$ cat config.mk
export PLATFORM = sky130hd
export DESIGN_NAME = nco_zc_freq_meter_flat
export DESIGN_NICKNAME = d
export VERILOG_FILES = /design/src/rtl/nco_zc_freq_meter_if.sv /design/src/rtl/nco_zc_freq_meter.sv /design/src/flat_wrapper.sv
export SDC_FILE = /design/constraint.sdc
export NUM_CORES = 1
export LEC_CHECK = 0
export BUFFER_PORTS_ARGS = -buffer_cell sky130_fd_sc_hd__buf_2
export CORE_MARGIN = 2
export CORE_UTILIZATION = 45
export CTS_CLUSTER_SIZE = 30
export DETAILED_ROUTE_END_ITERATION = 8
export GPL_TIMING_DRIVEN = 0
export PLACE_DENSITY_LB_ADDON = 0.08
export SLEW_MARGIN = 20
export SYNTH_ARGS = -nofsm -noshare
export SYNTH_HDL_FRONTEND = slang
export SYNTH_SLANG_ARGS = --single-unit
$ cat constraint.sdc
create_clock -name clk -period 2.7 [get_ports clk]
set_clock_uncertainty 0.15 [all_clocks]
set_input_delay 0.54 -clock clk [delete_from_list [all_inputs] [get_ports clk]]
set_output_delay 0.54 -clock clk [all_outputs]
set_load 0.02 [all_outputs]
$ cat src/rtl/nco_zc_freq_meter_if.sv
// Sample/result bus for the NCO zero-crossing frequency meter.
// master = sample source and result consumer, slave = meter.
interface nco_zc_freq_meter_if #(
    parameter int unsigned MPR       = 14,
    parameter int unsigned APR       = 30,
    parameter int unsigned LOG2_GATE = 10
);
    logic                 run;
    logic [MPR-1:0]       sample_i;
    logic                 sample_valid;
    logic                 result_ack_i;
    logic [APR-1:0]       phi_inc_est_o;
    logic [LOG2_GATE:0]   zc_count_o;
    logic [LOG2_GATE-1:0] span_o;
    logic                 result_valid_o;
    logic                 overrun_o;
    logic                 busy_o;

    modport master (
        output run, sample_i, sample_valid, result_ack_i,
        input  phi_inc_est_o, zc_count_o, span_o, result_valid_o, overrun_o, busy_o
    );

    modport slave (
        input  run, sample_i, sample_valid, result_ack_i,
        output phi_inc_est_o, zc_count_o, span_o, result_valid_o, overrun_o, busy_o
    );
endinterface

$ cat src/rtl/nco_zc_freq_meter.sv
// Counts hysteretic rising zero crossings over 2^LOG2_GATE samples and reports a phase-increment estimate.
// Optional macro NCO_ZCFM_SPAN_EN adds first/last crossing tracking and span_o.
module nco_zc_freq_meter #(
    parameter int unsigned MPR       = 14,
    parameter int unsigned APR       = 30,
    parameter int unsigned LOG2_GATE = 10,
    parameter int unsigned HYST      = 64
) (
    input  logic                  clk,
    input  logic                  reset,
    input  logic                  clken,
    nco_zc_freq_meter_if.slave    bus
);
    localparam int unsigned CW    = LOG2_GATE + 1;
    localparam int unsigned SHIFT = APR - LOG2_GATE;
    localparam logic [LOG2_GATE-1:0]  IDX_LAST = '1;
    localparam logic signed [MPR-1:0] HYST_P   = MPR'(HYST);
    localparam logic signed [MPR-1:0] HYST_N   = -HYST_P;

    typedef enum logic {ST_IDLE, ST_MEASURE} state_e;

    state_e               state_q, state_d;
    logic [LOG2_GATE-1:0] idx_q, idx_d;
    logic [CW-1:0]        cnt_q, cnt_d;
    logic                 arm_q, arm_d;
    logic [APR-1:0]       phi_q, phi_d;
    logic [CW-1:0]        zc_q, zc_d;
    logic                 valid_q, valid_d;
    logic                 ovr_q, ovr_d;

    logic signed [MPR-1:0] samp_c;
    logic                  xing_c;
    logic                  load_c;
    logic [CW-1:0]         cnt_nx_c;

`ifdef NCO_ZCFM_SPAN_EN
    logic [LOG2_GATE-1:0] first_q, first_d, last_q, last_d, span_q, span_d;
    logic [LOG2_GATE-1:0] first_nx_c, last_nx_c;
`endif

    assign samp_c = $signed(bus.sample_i);

    // Next-state, crossing detection, window close and result handshake
    always_comb begin
        state_d  = state_q;
        idx_d    = idx_q;
        cnt_d    = cnt_q;
        arm_d    = arm_q;
        phi_d    = phi_q;
        zc_d     = zc_q;
        valid_d  = valid_q;
        ovr_d    = ovr_q;
        xing_c   = 1'b0;
        load_c   = 1'b0;
        cnt_nx_c = cnt_q;
`ifdef NCO_ZCFM_SPAN_EN
        first_d    = first_q;
        last_d     = last_q;
        span_d     = span_q;
        first_nx_c = first_q;
        last_nx_c  = last_q;
`endif
        if (clken) begin
            if (!bus.run) begin
                ovr_d = 1'b0;
            end
            unique case (state_q)
                ST_IDLE: begin
                    if (bus.run) begin
                        state_d = ST_MEASURE;
                        idx_d   = '0;
                        cnt_d   = '0;
                        arm_d   = 1'b0;
`ifdef NCO_ZCFM_SPAN_EN
                        first_d = '0;
                        last_d  = '0;
`endif
                    end
                end
                ST_MEASURE: begin
                    if (!bus.run) begin
                        state_d = ST_IDLE;
                    end else if (bus.sample_valid) begin
                        xing_c = arm_q && (samp_c >= HYST_P);
                        if (samp_c <= HYST_N) begin
                            arm_d = 1'b1;
                        end else if (xing_c) begin
                            arm_d = 1'b0;
                        end
                        cnt_nx_c = cnt_q + CW'(xing_c);
`ifdef NCO_ZCFM_SPAN_EN
                        if (xing_c && (cnt_q == '0)) begin
                            first_nx_c = idx_q;
                        end
                        if (xing_c) begin
                            last_nx_c = idx_q;
                        end
`endif
                        idx_d = idx_q + 1'b1;
                        // Window end: this sample's own crossing is part of the result
                        if (idx_q == IDX_LAST) begin
                            load_c = 1'b1;
                            zc_d   = cnt_nx_c;
                            phi_d  = APR'(cnt_nx_c) << SHIFT;
                            cnt_d  = '0;
`ifdef NCO_ZCFM_SPAN_EN
                            span_d  = (cnt_nx_c < CW'(2)) ? '0 : (last_nx_c - first_nx_c);
                            first_d = '0;
                            last_d  = '0;
`endif
                        end else begin
                            cnt_d = cnt_nx_c;
`ifdef NCO_ZCFM_SPAN_EN
                            first_d = first_nx_c;
                            last_d  = last_nx_c;
`endif
                        end
                    end
                end
                default: state_d = ST_IDLE;
            endcase

            if (load_c) begin
                valid_d = 1'b1;
                if (valid_q && !bus.result_ack_i) begin
                    ovr_d = 1'b1;
                end
            end else if (bus.result_ack_i) begin
                valid_d = 1'b0;
            end
        end
    end

    always_ff @(posedge clk or posedge reset) begin
        if (reset) begin
            state_q <= ST_IDLE;
            idx_q   <= '0;
            cnt_q   <= '0;
            arm_q   <= 1'b0;
            phi_q   <= '0;
            zc_q    <= '0;
            valid_q <= 1'b0;
            ovr_q   <= 1'b0;
        end else begin
            state_q <= state_d;
            idx_q   <= idx_d;
            cnt_q   <= cnt_d;
            arm_q   <= arm_d;
            phi_q   <= phi_d;
            zc_q    <= zc_d;
            valid_q <= valid_d;
            ovr_q   <= ovr_d;
        end
    end

`ifdef NCO_ZCFM_SPAN_EN
    always_ff @(posedge clk or posedge reset) begin
        if (reset) begin
            first_q <= '0;
            last_q  <= '0;
            span_q  <= '0;
        end else begin
            first_q <= first_d;
            last_q  <= last_d;
            span_q  <= span_d;
        end
    end

    assign bus.span_o = span_q;
`else
    assign bus.span_o = '0;
`endif

    assign bus.phi_inc_est_o  = phi_q;
    assign bus.zc_count_o     = zc_q;
    assign bus.result_valid_o = valid_q;
    assign bus.overrun_o      = ovr_q;
    assign bus.busy_o         = (state_q == ST_MEASURE);
endmodule

$ cat src/flat_wrapper.sv
// flat-port wrapper written by rule: the top's interface ports become plain ports
module nco_zc_freq_meter_flat 
#(
    parameter int unsigned MPR       = 14,
    parameter int unsigned APR       = 30,
    parameter int unsigned LOG2_GATE = 10,
    parameter int unsigned HYST      = 64
)
  (clk, reset, clken, bus_run, bus_sample_i, bus_sample_valid, bus_result_ack_i, bus_phi_inc_est_o, bus_zc_count_o, bus_span_o, bus_result_valid_o, bus_overrun_o, bus_busy_o);
  nco_zc_freq_meter_if #(.MPR(MPR), .APR(APR), .LOG2_GATE(LOG2_GATE)) bus_i ();
  input  logic clk;
  input  logic reset;
  input  logic clken;
  input wire logic [$bits(bus_i.run)-1:0] bus_run;
  input wire logic [$bits(bus_i.sample_i)-1:0] bus_sample_i;
  input wire logic [$bits(bus_i.sample_valid)-1:0] bus_sample_valid;
  input wire logic [$bits(bus_i.result_ack_i)-1:0] bus_result_ack_i;
  output wire logic [$bits(bus_i.phi_inc_est_o)-1:0] bus_phi_inc_est_o;
  output wire logic [$bits(bus_i.zc_count_o)-1:0] bus_zc_count_o;
  output wire logic [$bits(bus_i.span_o)-1:0] bus_span_o;
  output wire logic [$bits(bus_i.result_valid_o)-1:0] bus_result_valid_o;
  output wire logic [$bits(bus_i.overrun_o)-1:0] bus_overrun_o;
  output wire logic [$bits(bus_i.busy_o)-1:0] bus_busy_o;
  assign bus_i.run = bus_run;
  assign bus_i.sample_i = bus_sample_i;
  assign bus_i.sample_valid = bus_sample_valid;
  assign bus_i.result_ack_i = bus_result_ack_i;
  assign bus_phi_inc_est_o = bus_i.phi_inc_est_o;
  assign bus_zc_count_o = bus_i.zc_count_o;
  assign bus_span_o = bus_i.span_o;
  assign bus_result_valid_o = bus_i.result_valid_o;
  assign bus_overrun_o = bus_i.overrun_o;
  assign bus_busy_o = bus_i.busy_o;
  nco_zc_freq_meter #(.MPR(MPR), .APR(APR), .LOG2_GATE(LOG2_GATE), .HYST(HYST)) u_core (.clk(clk), .reset(reset), .clken(clken), .bus(bus_i));
endmodule
==> metrics <==
Yosys cell types=36; Final Max Tran Viols=0; area grow syn2layout=23.8%; IO Pins=74; DP HPWL=2940 um; Sw Ratio=25.8%; CP top delay family=simple AND/OR/NAND/NOR gates; Mapped Avg Cell Area=9.44 um2; CP max stage cell=or4_1; Die ar.=0.00533 mm2; Comb power frac=13.1%; Post-DRT Antenna Nets=0; H-tree level count=2; max-cap violations=0; most frequent cells in the layout=buf_2, buf_4, dfrtp_1, conb_1, a21oi_1; WL/cell=10.8 um; gr ovfl total=0; cell breakdown of the critical path=buf_2 -> or4_1 -> nor4_2 -> nor3b_1 -> ha_1 -> ha_2 -> and3_2 -> nand3_1 -> xor2_1 -> a21oi_1; CTS Hold Buffers Added=0; initial antenna violation count=0; Root Buffer=clkbuf_8; Final nets=330; sequential power share=50.5%; Worst-Skew Late Latency=0.29 ns; Setup CP Type=in -> reg; first-pass GRT wire length=6610 um; most common cell after layout, fill and taps aside=buf_2; global routing's busiest layer=met2; gr usage total=16.0%; proportion of layout cells with a drive suffix above 1=34.4%; Global Route met3 Usage=3.87%; core box area=0.00466 mm2; P_int=0.812 mW; vias per inst=4.63; Required @ worst endpoint=2.72 ns; TritonCTS clock tree=built; mapped cell area=0.00214 mm2; vias in the first global route=1492; initial drt markers=59; cell row count=25; Clk network pwr share=36.4%; Clock Tree Buf Depth=2; GPL Wtd Cong=0.766; fin cells=362; Clock Sinks=36; FMAX=406 MHz; Tmin final=2.47 ns; fin crit share=91.3%; final wirelength=3910 um; Pwr Density=413 mW/mm2; DR pass1 iterations=4; met1 GRT Util=20.1%; largest net degree at the start of global routing=26; Die X=73.0 um; crit-path max cell delay=0.53 ns; Hold Path Class=in -> async; Worst Setup Start Kind=input port; Buffers on Ports=43; number of endpoints failing setup at the final stage=0; via count=1676; Pleak=1.41 nW; Filler cells=454; FF+latch count, synth=36; RSZ-0062 raised after global routing=false; placed cells=354; worst endpoint data arrival time=2.49 ns; post-synthesis cell count=227; CP Buf/Inv Count=1; register area share after synthesis=42.0%; met2 Use GR=26.2%; Fin. Hold Viols=0; Synth warnings=0; Crit Path Max Fanout=5; status=finished, final reports clean; starting density of the core=46.0%; Die Y-Extent=73.0 um; Worst VDD drop=0.000285 V; Final Util=56.9%; diodes inserted=0; Power Total=1.10 mW; final setup TNS=0 ns; CTS buffer count=5; DRC=0; Switch Pwr=0.283 mW; clock transition at the registers of the reported paths=0.08 ns; crit end category=register
synth_stat cells:
| cell | instances | area, um2 |
|---|---|---|
| buf_4 | 42 | 315 |
| dfrtp_1 | 36 | 901 |
| a21oi_1 | 21 | 105 |
| nor2_1 | 16 | 60.1 |
| nand2_1 | 11 | 41.3 |
| nand3_1 | 11 | 55.1 |
| nand4_1 | 10 | 62.6 |
| xor2_1 | 8 | 70.1 |
| inv_1 | 6 | 22.5 |
| mux2i_1 | 6 | 60.1 |
| o21ai_0 | 6 | 30.0 |
| or3_1 | 5 | 31.3 |
| xnor2_1 | 5 | 43.8 |
| a22o_1 | 4 | 35.0 |
| and2_1 | 4 | 25.0 |
| buf_2 | 4 | 20.0 |
| a21o_1 | 3 | 22.5 |
| and3_1 | 3 | 18.8 |
| ha_1 | 3 | 37.5 |
| nand2b_1 | 3 | 18.8 |
| and4_1 | 2 | 17.5 |
| mux2_2 | 2 | 22.5 |
| nor4_2 | 2 | 25.0 |
| o21ai_1 | 2 | 10.0 |
| a211o_1 | 1 | 8.76 |
| a311oi_2 | 1 | 15.0 |
| a31oi_1 | 1 | 6.26 |
| buf_6 | 1 | 11.3 |
| clkbuf_1 | 1 | 3.75 |
| conb_1 | 1 | 3.75 |
| nand3b_1 | 1 | 7.51 |
| nor2b_1 | 1 | 6.26 |
| nor3b_1 | 1 | 7.51 |
| nor4_1 | 1 | 6.26 |
| o31a_1 | 1 | 8.76 |
| or4_1 | 1 | 7.51 |
per-stage QoR:
stage	hold slack, ns	worst slack (ns)	cell area [um2]
3_3_place_gp	0.330	-0.154	2530
5_1_grt	0.0394	0.0346	2650
3_5_place_dp	0.338	-0.146	2550
2_1_floorplan	0.320	0.129	2250
6_report	0.0231	0.234	2650
4_1_cts	0.0236	0.168	2650
final timing paths:
kind                                               from                                    to  slack [ns]  cells past startpoint
max                                    bus_sample_i[10]  u_core.bus.zc_count_o[6]$_DFFE_PP0P_        0.23                     10
min                                               reset  u_core.bus.zc_count_o[5]$_DFFE_PP0P_        0.02                      2
max reg2reg                    u_core.arm_q$_DFFE_PP0P_          u_core.cnt_q[10]$_DFFE_PP0P_        0.40                      7
min reg2reg                u_core.cnt_q[10]$_DFFE_PP0P_          u_core.cnt_q[10]$_DFFE_PP0P_        0.35                      1
max in group asynchronous                         reset  u_core.bus.zc_count_o[1]$_DFFE_PP0P_        1.96                      3
min in group clk           u_core.cnt_q[10]$_DFFE_PP0P_          u_core.cnt_q[10]$_DFFE_PP0P_        0.35                      1
sequential cells by signal (all words and copies together) (netlist names):
signal	count
u_core.idx_q	10
u_core.arm_q	1
u_core.bus.zc_count_o	11
u_core.bus.overrun_o	1
u_core.bus.busy_o	1
u_core.cnt_q	11
u_core.bus.result_valid_o	1
timing repair:
action	4_1_cts	5_1_grt
resized for setup	0	2
setup buffers	0	0
endpoints found under the setup margin	0	1
endpoints found under the hold margin	0	0
power groups by stage:
stage | Combinational [mW] | Clock [mW] | Sequential (mW)
3_5_place_dp | 0.144 | 0 | 0.563
5_1_grt | 0.159 | 0.432 | 0.553
4_1_cts | 0.144 | 0.416 | 0.553
3_3_place_gp | 0.139 | 0 | 0.563
6_report | 0.143 | 0.399 | 0.553
2_1_floorplan | 0.110 | 0 | 0.563
per-layer routing:
layer / vias up / routed length (um) / share of wire [%]
li1: 874 / - / -
met1: 749 / 1770 / 45
met2: 48 / 1880 / 48
met3: 5 / 191 / 4.9
met4: 0 / 63 / 1.6
met5: - / 0 / 0
kinds of logic after synthesis:
kind of cell / after synthesis / synth area share [%]
simple gates: 72 / 18.2
buf+inv: 54 / 17.4
compound gates: 40 / 11.3
flops: 36 / 42.0
xor+xnor: 13 / 5.31
mux: 8 / 3.85
fa+ha+maj: 3 / 1.75
other cells: 1 / 0.175
layout make-up:
type,count,area (um2),share of cell area (%)
repair buffers,44,235,8.87
well taps,54,67.6,2.55
flip-flops and latches,36,901,34.0
plain buffers,48,350,13.2
clock inverters,1,7.51,0.283
inverters,6,22.5,0.849
clock buffers,7,86.3,3.25
multi-input cells,166,982,37.0
(Power assumes the default switching activity.)
